[config.mk]
export PLATFORM = sky130hd
export DESIGN_NAME = jk_drive_sequencer
export DESIGN_NICKNAME = d
export VERILOG_FILES = /design/src/rtl/jk_drive_sequencer.sv
export SDC_FILE = /design/constraint.sdc
export NUM_CORES = 1
export LEC_CHECK = 0
export BUFFER_PORTS_ARGS = -buffer_cell sky130_fd_sc_hd__buf_2
export CELL_PAD_IN_SITES_DETAIL_PLACEMENT = 2
export CELL_PAD_IN_SITES_GLOBAL_PLACEMENT = 2
export CORE_ASPECT_RATIO = 0.8
export CORE_MARGIN = 5
export CORE_UTILIZATION = 42
export DETAILED_ROUTE_END_ITERATION = 16
export GPL_TIMING_DRIVEN = 1
export PLACE_DENSITY_LB_ADDON = 0.1
export SETUP_SLACK_MARGIN = 0.2
export SLEW_MARGIN = 30
export SYNTH_ARGS = -nofsm -noshare
export SYNTH_HDL_FRONTEND = slang
export SYNTH_SLANG_ARGS = --single-unit
[constraint.sdc]
create_clock -name CLK -period 2 [get_ports CLK]
set_clock_uncertainty 0.1 [all_clocks]
set_input_delay 0.2 -clock CLK [delete_from_list [all_inputs] [get_ports CLK]]
set_output_delay 0.2 -clock CLK [all_outputs]
set_load 0.01 [all_outputs]
[src/rtl/jk_drive_sequencer.sv]
// jk_drive_sequencer
//   Command driver for a JK flip-flop. SET/RESET/TOGGLE/HOLD commands are
//   queued in a small FIFO over a valid/ready handshake. Each command drives
//   J/K for max(CMD_LEN,1) cycles, then spends one check cycle with J=K=0
//   and pulses DONE.
//
//   Optional feature (macro JK_CHECK_EN): Q_FB is compared against the
//   predicted flip-flop state in the DONE cycle. A mismatch sets the sticky
//   ERR flag, which ERR_CLR clears (a new mismatch wins over a clear).
//   Without the macro, ERR is tied low and ERR_CLR/Q_FB are ignored.
//
// Ports
//   CLK        system clock, rising edge
//   RST_N      asynchronous active-low reset
//   CMD_VALID  command present
//   CMD_READY  FIFO not full (depends only on FIFO occupancy)
//   CMD_OP     00 HOLD, 01 RESET, 10 SET, 11 TOGGLE
//   CMD_LEN    drive length in cycles, 0 treated as 1
//   J, K       registered drive to the flip-flop
//   Q_FB       flip-flop output, synchronous to CLK
//   BUSY       FSM active or FIFO non-empty
//   DONE       one-cycle pulse per completed command
//   ERR        sticky mismatch flag
//   ERR_CLR    synchronous clear of ERR
module jk_drive_sequencer #(
    parameter int unsigned DEPTH = 4,
    parameter int unsigned LEN_W = 4
) (
    input  logic             CLK,
    input  logic             RST_N,
    input  logic             CMD_VALID,
    output logic             CMD_READY,
    input  logic [1:0]       CMD_OP,
    input  logic [LEN_W-1:0] CMD_LEN,
    output logic             J,
    output logic             K,
    input  logic             Q_FB,
    output logic             BUSY,
    output logic             DONE,
    output logic             ERR,
    input  logic             ERR_CLR
);

    localparam int unsigned AW = $clog2(DEPTH);

    typedef enum logic [1:0] {
        OP_HOLD   = 2'b00,
        OP_RESET  = 2'b01,
        OP_SET    = 2'b10,
        OP_TOGGLE = 2'b11
    } op_e;

    typedef enum logic [1:0] {
        ST_IDLE  = 2'd0,
        ST_DRIVE = 2'd1,
        ST_CHECK = 2'd2
    } state_e;

    // Command FIFO
    logic [1:0]       op_mem_q  [DEPTH];
    logic [LEN_W-1:0] len_mem_q [DEPTH];
    logic [AW:0]      wr_ptr_q, rd_ptr_q;
    logic             full, empty, push, pop;
    op_e              head_op;
    logic [LEN_W-1:0] head_len, len_eff;

    // Sequencer
    state_e           state_q, state_d;
    op_e              op_q, op_d;
    logic [LEN_W-1:0] cnt_q, cnt_d;
    logic             j_q, j_d, k_q, k_d, done_q, done_d;

    assign full      = (wr_ptr_q[AW] != rd_ptr_q[AW]) &&
                       (wr_ptr_q[AW-1:0] == rd_ptr_q[AW-1:0]);
    assign empty     = (wr_ptr_q == rd_ptr_q);
    assign CMD_READY = !full;
    assign push      = CMD_VALID && !full;
    assign pop       = (state_q == ST_IDLE) && !empty;
    assign head_op   = op_e'(op_mem_q[rd_ptr_q[AW-1:0]]);
    assign head_len  = len_mem_q[rd_ptr_q[AW-1:0]];
    assign len_eff   = (head_len == '0) ? LEN_W'(1) : head_len;

    always_ff @(posedge CLK) begin
        if (push) begin
            op_mem_q[wr_ptr_q[AW-1:0]]  <= CMD_OP;
            len_mem_q[wr_ptr_q[AW-1:0]] <= CMD_LEN;
        end
    end

    always_ff @(posedge CLK or negedge RST_N) begin
        if (!RST_N) begin
            wr_ptr_q <= '0;
            rd_ptr_q <= '0;
        end else begin
            if (push) wr_ptr_q <= wr_ptr_q + 1'b1;
            if (pop)  rd_ptr_q <= rd_ptr_q + 1'b1;
        end
    end

    always_comb begin
        state_d = state_q;
        op_d    = op_q;
        cnt_d   = cnt_q;
        j_d     = 1'b0;
        k_d     = 1'b0;
        done_d  = 1'b0;
        case (state_q)
            ST_IDLE: begin
                if (!empty) begin
                    op_d    = head_op;
                    cnt_d   = len_eff;
                    state_d = ST_DRIVE;
                end
            end
            ST_DRIVE: begin
                case (op_q)
                    OP_RESET:  begin j_d = 1'b0; k_d = 1'b1; end
                    OP_SET:    begin j_d = 1'b1; k_d = 1'b0; end
                    OP_TOGGLE: begin j_d = 1'b1; k_d = 1'b1; end
                    default:   begin j_d = 1'b0; k_d = 1'b0; end
                endcase
                cnt_d = cnt_q - 1'b1;
                if (cnt_q == LEN_W'(1)) state_d = ST_CHECK;
            end
            ST_CHECK: begin
                done_d  = 1'b1;
                state_d = ST_IDLE;
            end
            default: state_d = ST_IDLE;
        endcase
    end

    always_ff @(posedge CLK or negedge RST_N) begin
        if (!RST_N) begin
            state_q <= ST_IDLE;
            op_q    <= OP_HOLD;
            cnt_q   <= '0;
            j_q     <= 1'b0;
            k_q     <= 1'b0;
            done_q  <= 1'b0;
        end else begin
            state_q <= state_d;
            op_q    <= op_d;
            cnt_q   <= cnt_d;
            j_q     <= j_d;
            k_q     <= k_d;
            done_q  <= done_d;
        end
    end

    assign J    = j_q;
    assign K    = k_q;
    assign DONE = done_q;
    assign BUSY = (state_q != ST_IDLE) || !empty;

`ifdef JK_CHECK_EN
    logic q_pre_q, q_pre_d, len_lsb_q, len_lsb_d, err_q, err_d, exp_val;

    // J/K are registered, so the flip-flop has seen its last drive edge only
    // in the DONE cycle. The comparison is made there; op_q is still valid
    // because the next pop cannot happen before the following edge.
    always_comb begin
        q_pre_d   = q_pre_q;
        len_lsb_d = len_lsb_q;
        if (pop) begin
            q_pre_d   = Q_FB;
            len_lsb_d = len_eff[0];
        end
        exp_val = q_pre_q;
        case (op_q)
            OP_RESET:  exp_val = 1'b0;
            OP_SET:    exp_val = 1'b1;
            OP_TOGGLE: exp_val = q_pre_q ^ len_lsb_q;
            default:   exp_val = q_pre_q;
        endcase
        err_d = err_q;
        if (ERR_CLR) err_d = 1'b0;
        if (done_q && (Q_FB != exp_val)) err_d = 1'b1;
    end

    always_ff @(posedge CLK or negedge RST_N) begin
        if (!RST_N) begin
            q_pre_q   <= 1'b0;
            len_lsb_q <= 1'b0;
            err_q     <= 1'b0;
        end else begin
            q_pre_q   <= q_pre_d;
            len_lsb_q <= len_lsb_d;
            err_q     <= err_d;
        end
    end

    assign ERR = err_q;
`else
    logic unused_chk;
    assign unused_chk = ^{Q_FB, ERR_CLR};
    assign ERR        = 1'b0;
`endif

endmodule
# Word-level counts from Yosys, hierarchy flattened
# Memory sizes are Yosys's and may differ from the RTL's. A register that Yosys moved wholly into a read port is not among the register bits.
# Index checks and enable logic that the tools add are counted.
# Widths: inputs -> output; s select.
dict set report word_totals {
  register_bits 15
  ram_bits 24
  input_bits 11
  output_inout_bits 6
  wordCells 53
  n_memories 2
}
# memory depth width read_ports rd_clocked_by_memory_dff write_ports line
set memory_table {}
lappend memory_table {len_mem_q 4 4 1 0 1 61} ;# logic [LEN_W-1:0] len_mem_q [DEPTH];
lappend memory_table {op_mem_q 4 2 1 1 1 60} ;# logic [1:0] op_mem_q [DEPTH];
dict set report op_classes {
  addsub 3
  n_eq_ne 11
  n_mux 13
  n_bitwise 1
  n_reduce_logical 16
}
# operator count
set op_table {}
lappend op_table {{$mux 4} 2}
lappend op_table {{$pmux 4 s2} 1}
lappend op_table {{$mux 1} 7}
lappend op_table {{$add 3x1->3 const B} 2}
lappend op_table {{$eq 2x2->1 const B} 3}
lappend op_table {{$reduce_and 2->1} 3}
lappend op_table {{$eq 2x1->1 const B} 2}
lappend op_table {{$eq 4x1->1 const B} 1}
lappend op_table {{$logic_not 4->1} 1}
lappend op_table {{$mux 2} 2}
lappend op_table {{$ne 2x2->1 const B} 2}
lappend op_table {{$pmux 2 s2} 1}
lappend op_table {{$reduce_bool 2->1} 2}
lappend op_table {{$reduce_or 2->1} 2}
lappend op_table {{$sub 4x1->4 const B} 1}
lappend op_table {{$eq 3x3->1} 1}
lappend op_table {{$logic_and 1x1->1} 3}
lappend op_table {{$logic_not 1->1} 3}
lappend op_table {{$eq 2x2->1} 1}
lappend op_table {{$logic_not 2->1} 1}
lappend op_table {{$logic_or 1x1->1} 1}
lappend op_table {{$ne 1x1->1} 1}
lappend op_table {{$not 1->1} 1}

# Depth between registers and ports, before layout
# Gate-level depths: netlist (run 1).
dict set report depth {
  word_depth 6
  mapped_depth 6
}

# Least setup slack after synthesis (run 1)
# No wires, ideal clock.
dict set report synth_path {
  kind {register -> register}
  start {reg rd_ptr_q[0]}
  end {reg cnt_q[3]}
  setup_ns 0.120
  arrival_ns 1.508
  path_slack_ns 0.272
  stages_incl_launch_ff 5
  period_less_slack_ns 1.728
  path_cell_list {dfrtp_1 -> buf_6 -> mux4_2 -> a221o_1 -> a31o_1}
}
dict set report synth_via {
  elab_chain_len 5
}
# item line
set synth_rtl {}
lappend synth_rtl {{start: declaration} 62} ;# logic [AW:0] wr_ptr_q, rd_ptr_q;
lappend synth_rtl {{start signal: assignment} 96} ;# if (pop) rd_ptr_q <= rd_ptr_q + 1'b1;
lappend synth_rtl {{$mem_v2 4x4} n/a}
lappend synth_rtl {{$logic_not 4->1} 81} ;# assign len_eff = (head_len == '0) ? LEN_W'(1) : head_len;
lappend synth_rtl {{$mux 4} 81}
lappend synth_rtl {{$mux 4} 109} ;# if (!empty) begin
lappend synth_rtl {{$pmux 4 s2} 107} ;# case (state_q)
lappend synth_rtl {{end signal: assignment} 144} ;# cnt_q <= cnt_d;
lappend synth_rtl {{end: declaration} 70} ;# logic [LEN_W-1:0] cnt_q, cnt_d;
# Parallel ways exist; a longest one is shown, timed or not. The select of a mux whose other input is x is not followed.
# A chain may end at the register's enable or synchronous reset.

# Final worst setup path (run 1)
# Ends and elaborated chain as after synthesis.

==> results.ini, run 1 <==
[clock_tree]
worstSkewPairLatency_ps=290
ctsRootBufferMaster=clkbuf_8
clock-sinks=41
cts.clk_slew.worst_paths_ps=90
numCtsBuffers=5
clock_path_buffers=2
cts_tree=built
htreeDepth=2

[finish]
antenna_cells=0
area_growth_pct=21.37
fin_cells=207
drive_above_1_share_pct=31.33
final_nets=167

[sta]
rsz0062_at_grt=yes
hold_viol_final=0
final-max-slew-violation-count=0
fin_setup_tns_ps=0
max_freq_mhz=548.7
holdWs_ps=13.02
fin_crit_sh_pct=91.13
setup_violations=0
fin_crit_ps=1823

[floorplan]
rows=21
die_y_um=68.60
die_w_um=83.26
initial_core_util_pct=43.16
io_pins=17
core_area_um2=4178
die_area_um2=5711

[synthesis]
ys_seq_area_share_pct=63.57
netlist_instances=115
syn-mean-instance-area_um2=15.68
synth_edf_count=24
ys_types=30
syn_area_um2=1803
ys_ff_latch=41
async_flop_share_pct=41.46
synth_nets=133
synthFlopType=edfxtp_1
yosys-top-cells-area=edfxtp_1 40%, dfrtp_1 24%, mux4_1 7.3%
synth_warnings=0
netlist.area_leader.share_pct=39.97
yosys.area.top_type=edfxtp_1

[global_route]
grt_use_total_pct=13.54
grt_antenna_before_repair=0
gr-total-overflow=0
grt_pass1_vias=1161
grt_start_max_net_pins=18
grt_pass1_wl_um=5816

[placement]
gp_congestion=0.7078
io_buffers=13
dp_hpwl_um=2695
dp_cells=195

[worst_setup_path]
cpPeakStageDelay_ps=530
r2r_start=rd_ptr_q[0]
reg2reg_to=cnt_q[3]
crit_cells=4
crit_slowest_cell=mux4_2
cp_max_fo=3
crit_path_start_kind=flop
crit_chain=buf_4 -> mux4_2 -> a221o_1 -> a31o_1
ff2ff_path_depth=4
critical-path-top-delay-family=compound AO/OA/AOI/OAI gates
cp.required_ps=2090
worstSetupEndpointType=flop
r2r_slack_ps=180
cp_num_buf_inv=1
setup.worst_path.class=flop to flop
crit_arrival_ps=1910

[hold_path]
hp-start=CMD_LEN[2]
min_to=len_mem_q[3][2]
hold_class=input pin to flop
min_path_cells=1

[drt]
drc=0
wl_per_cell_um=17.41
routed_wl_um=3604
drt_first_iter_violations=13
drtAntennaViolNets=0
vias_per_cell=5.048
dr.pass1.iters=4
num_vias=1045

[run]
cap_viol_max_count=0

[pwr]
peakVddDrop_mv=0.6907
p_per_area_nw_per_um2=1620
leakage_nw=0.8852

[status]
status=finished clean

[layer usage]
layer	track usage, %	vias to the layer above	share of wire [%]
met3	3.800	4	3.6
met5	0	-	0
met2	26.60	14	54
met1	14.66	540	42
li1	-	487	-
met4	3.673	0	0.55
[placed cells by master (no fill, tap or decap), types with 5 or more instances in the layout]
master	instances
dfrtp_1	17
edfxtp_1	24
ha_1	7
buf_4	14
clkbuf_8	5
buf_2	13
and2_1	7
inv_1	5
nand2_1	6
nor2_1	5
[per-stage QoR]
step	setup WS, ps	util [%]	total power (W)	area [µm²]
2_1_floorplan	272.3	-	0.002322	1803
3_3_place_gp	167.1	48.43	0.002734	2023
3_5_place_dp	101.4	48.43	0.002833	2023
4_1_cts	176.3	51.54	0.003491	2153
5_1_grt	129.5	52.38	0.003789	2188
6_report	177.4	52.38	0.003545	2188
[state kept, by name, summed over array words and instances, names as in the netlist]
register and flops:
op_mem_q 8, rd_ptr_q 3, DONE 1, state_q 2, cnt_q 4, K 1
J 1, len_mem_q 16, wr_ptr_q 3, op_q 2
[area by class of cell]
type	instances	area, µm²
inverters	5	18.77
multi-input cells	65	636.9
flip-flops and latches	41	1146
fillers	388	1989
clock inverters	3	25.02
clock buffers	5	68.82
repair buffers	31	221.5
well taps	57	71.32
[what timing repair did]
| action | 4_1_cts | 5_1_grt |
|---|---|---|
| hold buffers | 1 | 1 |
| buffers inserted | 2 | 0 |
| hold endpoints to repair | 17 | 4 |
| setup endpoints to repair | 32 | 29 |
| cloned | 0 | 0 |
| pin swaps | 1 | 1 |
| resized for setup | 1 | 5 |
[kinds of logic after synthesis]
kind of cell | count (synthesis) | share of synthesized area, %
muxes | 9 | 10.41
DFF | 41 | 63.57
and+or+nand+nor | 28 | 8.050
xor gates and xnor gates | 9 | 5.205
AOI/OAI and AO/OA | 11 | 4.788
adders and majority gates | 7 | 4.858
other | 1 | 0.2080
buffers and inverters | 9 | 2.915
[cell usage after synthesis (3+ instances only)]
master / count
mux4_1: 5
edfxtp_1: 24
inv_1: 5
o21ai_0: 4
xnor2_1: 3
buf_4: 3
xor2_1: 4
and2_1: 7
ha_1: 7
dfrtp_1: 17
nor2_1: 5
nand2_1: 6
mux2_2: 3
[report_power, final]
part	total (W)	internal (W)	switching, W
clock	0.000562	0.000254	0.000308
combinational	0.00158	0.000801	0.000780
sequential	0.00140	0.00119	0.000213
[worst max path at each step]
stage | start | endpoint
3_5_place_dp | rd_ptr_q[0] | cnt_q[3]
6_report | rd_ptr_q[0] | cnt_q[3]
2_1_floorplan | rd_ptr_q[0] | cnt_q[3]
4_1_cts | rd_ptr_q[0] | len_mem_q[3][0]
5_1_grt | rd_ptr_q[0] | cnt_q[3]
3_3_place_gp | rd_ptr_q[0] | cnt_q[3]
(Power assumes the default switching activity.)
==> run 2: changes to the inputs <==
Settings changed: CORE_MARGIN 5 to default, REMOVE_ABC_BUFFERS from default to 1.
==> results.ini, run 2 (synthesized netlist as in run 1, its figures left out) <==
[status]
status=finished clean  ; unchanged

[worst_setup_path]
crit_path_start_kind=flop  ; unchanged
cp_max_fo=5  ; was 3
cp.required_ps=1700  ; was 2090 ps
reg2reg_to=op_q[0]  ; was cnt_q[3]
ff2ff_path_depth=4  ; unchanged
setup.worst_path.class=flop to output pin  ; was flop to flop
r2r_slack_ps=240  ; was 180 ps
crit_slowest_cell=dfrtp_2  ; was mux4_2
cp_num_buf_inv=2  ; was 1
r2r_start=wr_ptr_q[1]  ; was rd_ptr_q[0]
cpPeakStageDelay_ps=460  ; was 530 ps
critical-path-top-delay-family=flip-flops  ; was compound AO/OA/AOI/OAI gates
worstSetupEndpointType=output pin  ; was flop
crit_arrival_ps=1460  ; was 1910 ps
crit_chain=xnor2_2 -> buf_4 -> nand3_1 -> buf_2  ; was buf_4 -> mux4_2 -> a221o_1 -> a31o_1

[global_route]
grt_use_total_pct=16.42  ; was 13.54%
gr-total-overflow=0  ; unchanged
grt_pass1_vias=1063  ; was 1161
grt_pass1_wl_um=5285  ; was 5816 µm
grt_start_max_net_pins=18  ; unchanged
grt_antenna_before_repair=0  ; unchanged

[placement]
place_area_um2=1961  ; was 2023 µm²
gp_congestion=0.7258  ; was 0.7078
io_buffers=13  ; unchanged
dp_hpwl_um=2280  ; was 2695 µm

[sta]
fin_crit_ps=1762  ; was 1823 ps
fin_crit_sh_pct=88.09  ; was 91.13%
final-max-slew-violation-count=0  ; unchanged
hold_viol_final=0  ; unchanged
fin_setup_tns_ps=0  ; unchanged
rsz0062_at_grt=yes  ; unchanged
max_freq_mhz=567.6  ; was 548.7 MHz
setup_violations=0  ; unchanged

[clock_tree]
clock_path_buffers=2  ; unchanged
cts.clk_slew.worst_paths_ps=80  ; was 90 ps
numCtsBuffers=5  ; unchanged
ctsRootBufferMaster=clkbuf_8  ; unchanged
cts_tree=built  ; unchanged
clock-sinks=41  ; unchanged
worstSkewPairLatency_ps=290  ; about the same
htreeDepth=2  ; unchanged

[drt]
vias_per_cell=4.990  ; was 5.048
wl_per_cell_um=15.61  ; was 17.41 µm
drt_first_iter_violations=29  ; was 13
num_vias=978  ; was 1045
drtAntennaViolNets=0  ; unchanged
dr.pass1.iters=4  ; unchanged
drc=0  ; unchanged
routed_wl_um=3059  ; was 3604 µm

[hold_path]
hp-start=CMD_LEN[0]  ; was CMD_LEN[2]
min_path_cells=1  ; unchanged
hold_class=input pin to flop  ; unchanged
min_to=len_mem_q[0][0]  ; was len_mem_q[3][2]

[pwr]
p_seq_share_pct=42.0  ; was 39.5%
peakVddDrop_mv=0.6615  ; was 0.6907 mV
comb_power_share_pct=42.1  ; was 44.6%
p_sw_share_pct=35.63  ; was 36.72%
p_sw_w=0.001192  ; was 0.001302 W
power.share.clock_pct=15.9  ; about the same
p_per_area_nw_per_um2=1591  ; was 1620 nW/µm²
leakage_nw=0.8350  ; was 0.8852 nW
internal-power_w=0.002154  ; was 0.002243 W

[finish]
area_growth_pct=16.66  ; was 21.37%
drive_above_1_share_pct=33.33  ; was 31.33%
antenna_cells=0  ; unchanged
final_cell_mix=24 x edfxtp_1, 14 x dfrtp_1, 13 x buf_2, 7 x ha_1, 7 x buf_4  ; was 24 x edfxtp_1, 17 x dfrtp_1, 14 x buf_4, 13 x buf_2
largest_reg_flops=16  ; unchanged
final_common_cell=edfxtp_1  ; unchanged
final_cell_area_um2=2103  ; was 2188 µm²
final_nets=158  ; was 167

[floorplan]
die_area_um2=4560  ; was 5711 µm²
initial_core_util_pct=45.60  ; was 43.16%
rows=20  ; was 21
io_pins=17  ; unchanged
die_w_um=75.26  ; was 83.26 µm
core_area_um2=3954  ; was 4178 µm²
die_y_um=60.60  ; was 68.60 µm

[run]
cap_viol_max_count=0  ; unchanged

## run 2: cell count changes in the layout (fill, tap and decap cells not counted), sizes merged
cell,before,now
dlygate4sd3,2,1
buf,29,21
inv,7,5
clkinvlp,1,0
clkinv,0,3
## run 2: how the worst max path moves through the flow
stage	cells after the start	endpoint	slack [ps]	from
2_1_floorplan	3	op_q[0]	60	rd_ptr_q[0]
3_3_place_gp	5	cnt_q[0]	130	rd_ptr_q[0]
3_5_place_dp	3	op_mem_q[0][0]	120	rd_ptr_q[0]
4_1_cts	4	op_q[0]	190	wr_ptr_q[1]
5_1_grt	4	BUSY	150	rd_ptr_q[0]
6_report	4	CMD_READY	240	rd_ptr_q[0]
## run 2: power groups by stage
stage                     sequential [W]  combinational, W  clock [W]
after floorplan                  0.00139          0.000869          0
after global placement           0.00139           0.00126          0
after detailed placement         0.00141           0.00132          0
after CTS                        0.00140           0.00136   0.000555
after global routing             0.00145           0.00157   0.000590
final                            0.00141           0.00141   0.000533
## run 2: repair_timing
action | CTS | global route
endpoints found under the hold margin | 17 | 0
resized for setup | 6 | 6
pin swaps | 0 | 2
setup buffers | 0 | 2
gates cloned | 0 | 0
hold buffers | 1 | 0
setup endpoints to repair | 26 | 13
## run 2: cell type report
type                    count  area [µm²]
fillers                   393        1851
flip-flops and latches     41        1150
multi-input cells          65       626.9
repair buffers             22       147.6
clock buffers               5       68.82
well taps                  55       68.82
clock inverters             3       22.52
inverters                   5       18.77
## run 2: metrics by stage
step / setup slack (ps) / hold WS, ps / utilization [%] / cells / power [W]
floorplan: 63.97 / -195.6 / - / 111 / 0.002262
global placement: 132.7 / 43.26 / 49.59 / 185 / 0.002652
detailed placement: 115.4 / 52.59 / 49.59 / 185 / 0.002734
CTS: 191.1 / 10.39 / 52.41 / 194 / 0.003321
global route: 148.0 / 0.8650 / 53.20 / 196 / 0.003612
finish: 238.2 / 22.51 / 53.20 / 196 / 0.003346
## run 2: worst reg2reg max path, cell delays in order, from the launching register on
cell and delay (ps):
dfrtp_2 470, xnor2_4 190, a311oi_2 320, buf_4 230, mux2_2 340
## run 2: layer usage
layer,global-route usage [%],share of wire [%],vias up
li1,-,-,466
met1,21.49,47,491
met2,27.67,49,18
met3,4.485,3.7,3
met4,3.968,0.52,0
met5,0,0,-
==> run 3: changes to the inputs <==
Settings changed: SETUP_SLACK_MARGIN 0.2 to 0.5.
==> results.ini, run 3 (synthesized netlist as in run 1, its figures left out) <==
[drt]
wl_per_cell_um=19.33  ; was 15.61 µm
drc=0  ; unchanged
routed_wl_um=4001  ; was 3059 µm
drtAntennaViolNets=0  ; unchanged
num_vias=1048  ; was 978
drt_first_iter_violations=39  ; was 29
vias_per_cell=5.063  ; was 4.990
dr.pass1.iters=4  ; unchanged

[sta]
fin_setup_tns_ps=0  ; unchanged
hold_viol_final=0  ; unchanged
setup_violations=0  ; unchanged
max_freq_mhz=545.1  ; was 567.6 MHz
fin_crit_ps=1835  ; was 1762 ps
holdWs_ps=13.11  ; was 22.51 ps
rsz0062_at_grt=yes  ; unchanged
fin_crit_sh_pct=91.73  ; was 88.09%
final-max-slew-violation-count=0  ; unchanged

[finish]
final_cell_mix=24 x edfxtp_1, 12 x buf_2, 11 x dfrtp_1, 10 x buf_6, 9 x buf_4  ; was 24 x edfxtp_1, 14 x dfrtp_1, 13 x buf_2, 7 x ha_1, 7 x buf_4
drive_above_1_share_pct=44.74  ; was 33.33%
area_growth_pct=28.38  ; was 16.66%
largest_reg_flops=16  ; unchanged
antenna_cells=0  ; unchanged
final_common_cell=edfxtp_1  ; unchanged
fin_cells=207  ; was 196
final_nets=169  ; was 158

[clock_tree]
worstSkewPairLatency_ps=290  ; about the same
cts.clk_slew.worst_paths_ps=80  ; about the same
ctsRootBufferMaster=clkbuf_8  ; unchanged
cts_tree=built  ; unchanged
clock-sinks=41  ; unchanged
htreeDepth=2  ; unchanged
clock_path_buffers=2  ; unchanged
numCtsBuffers=5  ; unchanged

[floorplan]
die_area_um2=4560  ; unchanged
die_w_um=75.26  ; unchanged
core_area_um2=3954  ; unchanged
io_pins=17  ; unchanged
rows=20  ; unchanged
die_y_um=60.60  ; unchanged
initial_core_util_pct=45.60  ; unchanged

[global_route]
grt_use_total_pct=18.76  ; was 16.42%
grt_antenna_before_repair=0  ; unchanged
grt_start_max_net_pins=18  ; unchanged
gr-total-overflow=0  ; unchanged
grt_pass1_vias=1129  ; was 1063
grt_pass1_wl_um=5989  ; was 5285 µm

[worst_setup_path]
worstSetupEndpointType=flop  ; was output pin
cp_max_fo=5  ; unchanged
cp.required_ps=2080  ; was 1700 ps
crit_arrival_ps=1920  ; was 1460 ps
setup.worst_path.class=flop to flop  ; was flop to output pin
crit_path_start_kind=flop  ; unchanged

[pwr]
leakage_nw=0.9342  ; was 0.8350 nW
p_per_area_nw_per_um2=1749  ; was 1591 nW/µm²
peakVddDrop_mv=0.8463  ; was 0.6615 mV

[hold_path]
hold_class=input pin to flop  ; unchanged

[run]
cap_viol_max_count=0  ; unchanged

[placement]
dp_cells=185  ; unchanged
gp_congestion=0.7258  ; unchanged
dp_hpwl_um=2280  ; unchanged
io_buffers=13  ; unchanged

[status]
status=finished clean  ; unchanged

run 3: cell count changes in the layout (fill, tap and decap cells not counted), sizes merged:
cell  delta
buf     +11
run 3: timing repair:
item                       in CTS  in global routing
cloned                          0                  0
resized for setup              32                 11
hold buffers                    1                  0
hold endpoints to repair       17                  0
pin swaps                       8                  8
setup endpoints to repair      36                 38
setup buffers                   6                  7
run 3: final timing paths:
kind / cells after the start / slack, ps / startpoint / to
setup / recovery: 3 / 170 / rd_ptr_q[0] / cnt_q[3]
hold / removal: 1 / 10 / CMD_LEN[0] / len_mem_q[0][0]
setup reg to reg: 3 / 170 / rd_ptr_q[0] / cnt_q[3]
hold reg to reg: 1 / 400 / op_q[1] / J
max in group asynchronous: 2 / 1230 / RST_N / rd_ptr_q[0]
min in group asynchronous: 2 / 260 / RST_N / wr_ptr_q[2]
run 3: through the flow:
| stage | util (%) | instance area (µm²) | setup slack, ps | power [W] |
|---|---|---|---|---|
| 2_1_floorplan | - | 1769 | 63.97 | 0.002262 |
| 3_3_place_gp | 49.59 | 1961 | 132.7 | 0.002652 |
| 3_5_place_dp | 49.59 | 1961 | 115.4 | 0.002734 |
| 4_1_cts | 55.98 | 2213 | 219.3 | 0.003709 |
| 5_1_grt | 58.54 | 2315 | 99.83 | 0.004287 |
| 6_report | 58.54 | 2315 | 165.4 | 0.004050 |
run 3: final cells by class:
| class | count | area, µm² |
|---|---|---|
| Fill cell | 361 | 1639 |
| Timing Repair Buffer | 33 | 270.3 |
| Clock inverter | 3 | 22.52 |
| Sequential cell | 41 | 1154 |
| Clock buffer | 5 | 68.82 |
| Multi-Input combinational cell | 65 | 711.9 |
| Inverter | 5 | 18.77 |
| Tap cell | 55 | 68.82 |
run 3: worst max-delay path: stages, from the launching register on:
cell and delay [ps]:
dfrtp_2 490, mux4_2 580, a221o_1 360, a31o_1 190
run 3: report_power, final:
group          internal [W]  switching [W]
clock              0.000247       0.000298
sequential          0.00120       0.000289
combinational       0.00111       0.000908
run 3: metal layers:
| metal | up-vias | GRT usage [%] | part of all wire [%] |
|---|---|---|---|
| met1 | 545 | 24.09 | 44 |
| met3 | 3 | 4.485 | 2.5 |
| li1 | 485 | - | - |
| met4 | 0 | 2.381 | 0.35 |
| met2 | 15 | 33.72 | 53 |
| met5 | - | 0 | 0 |
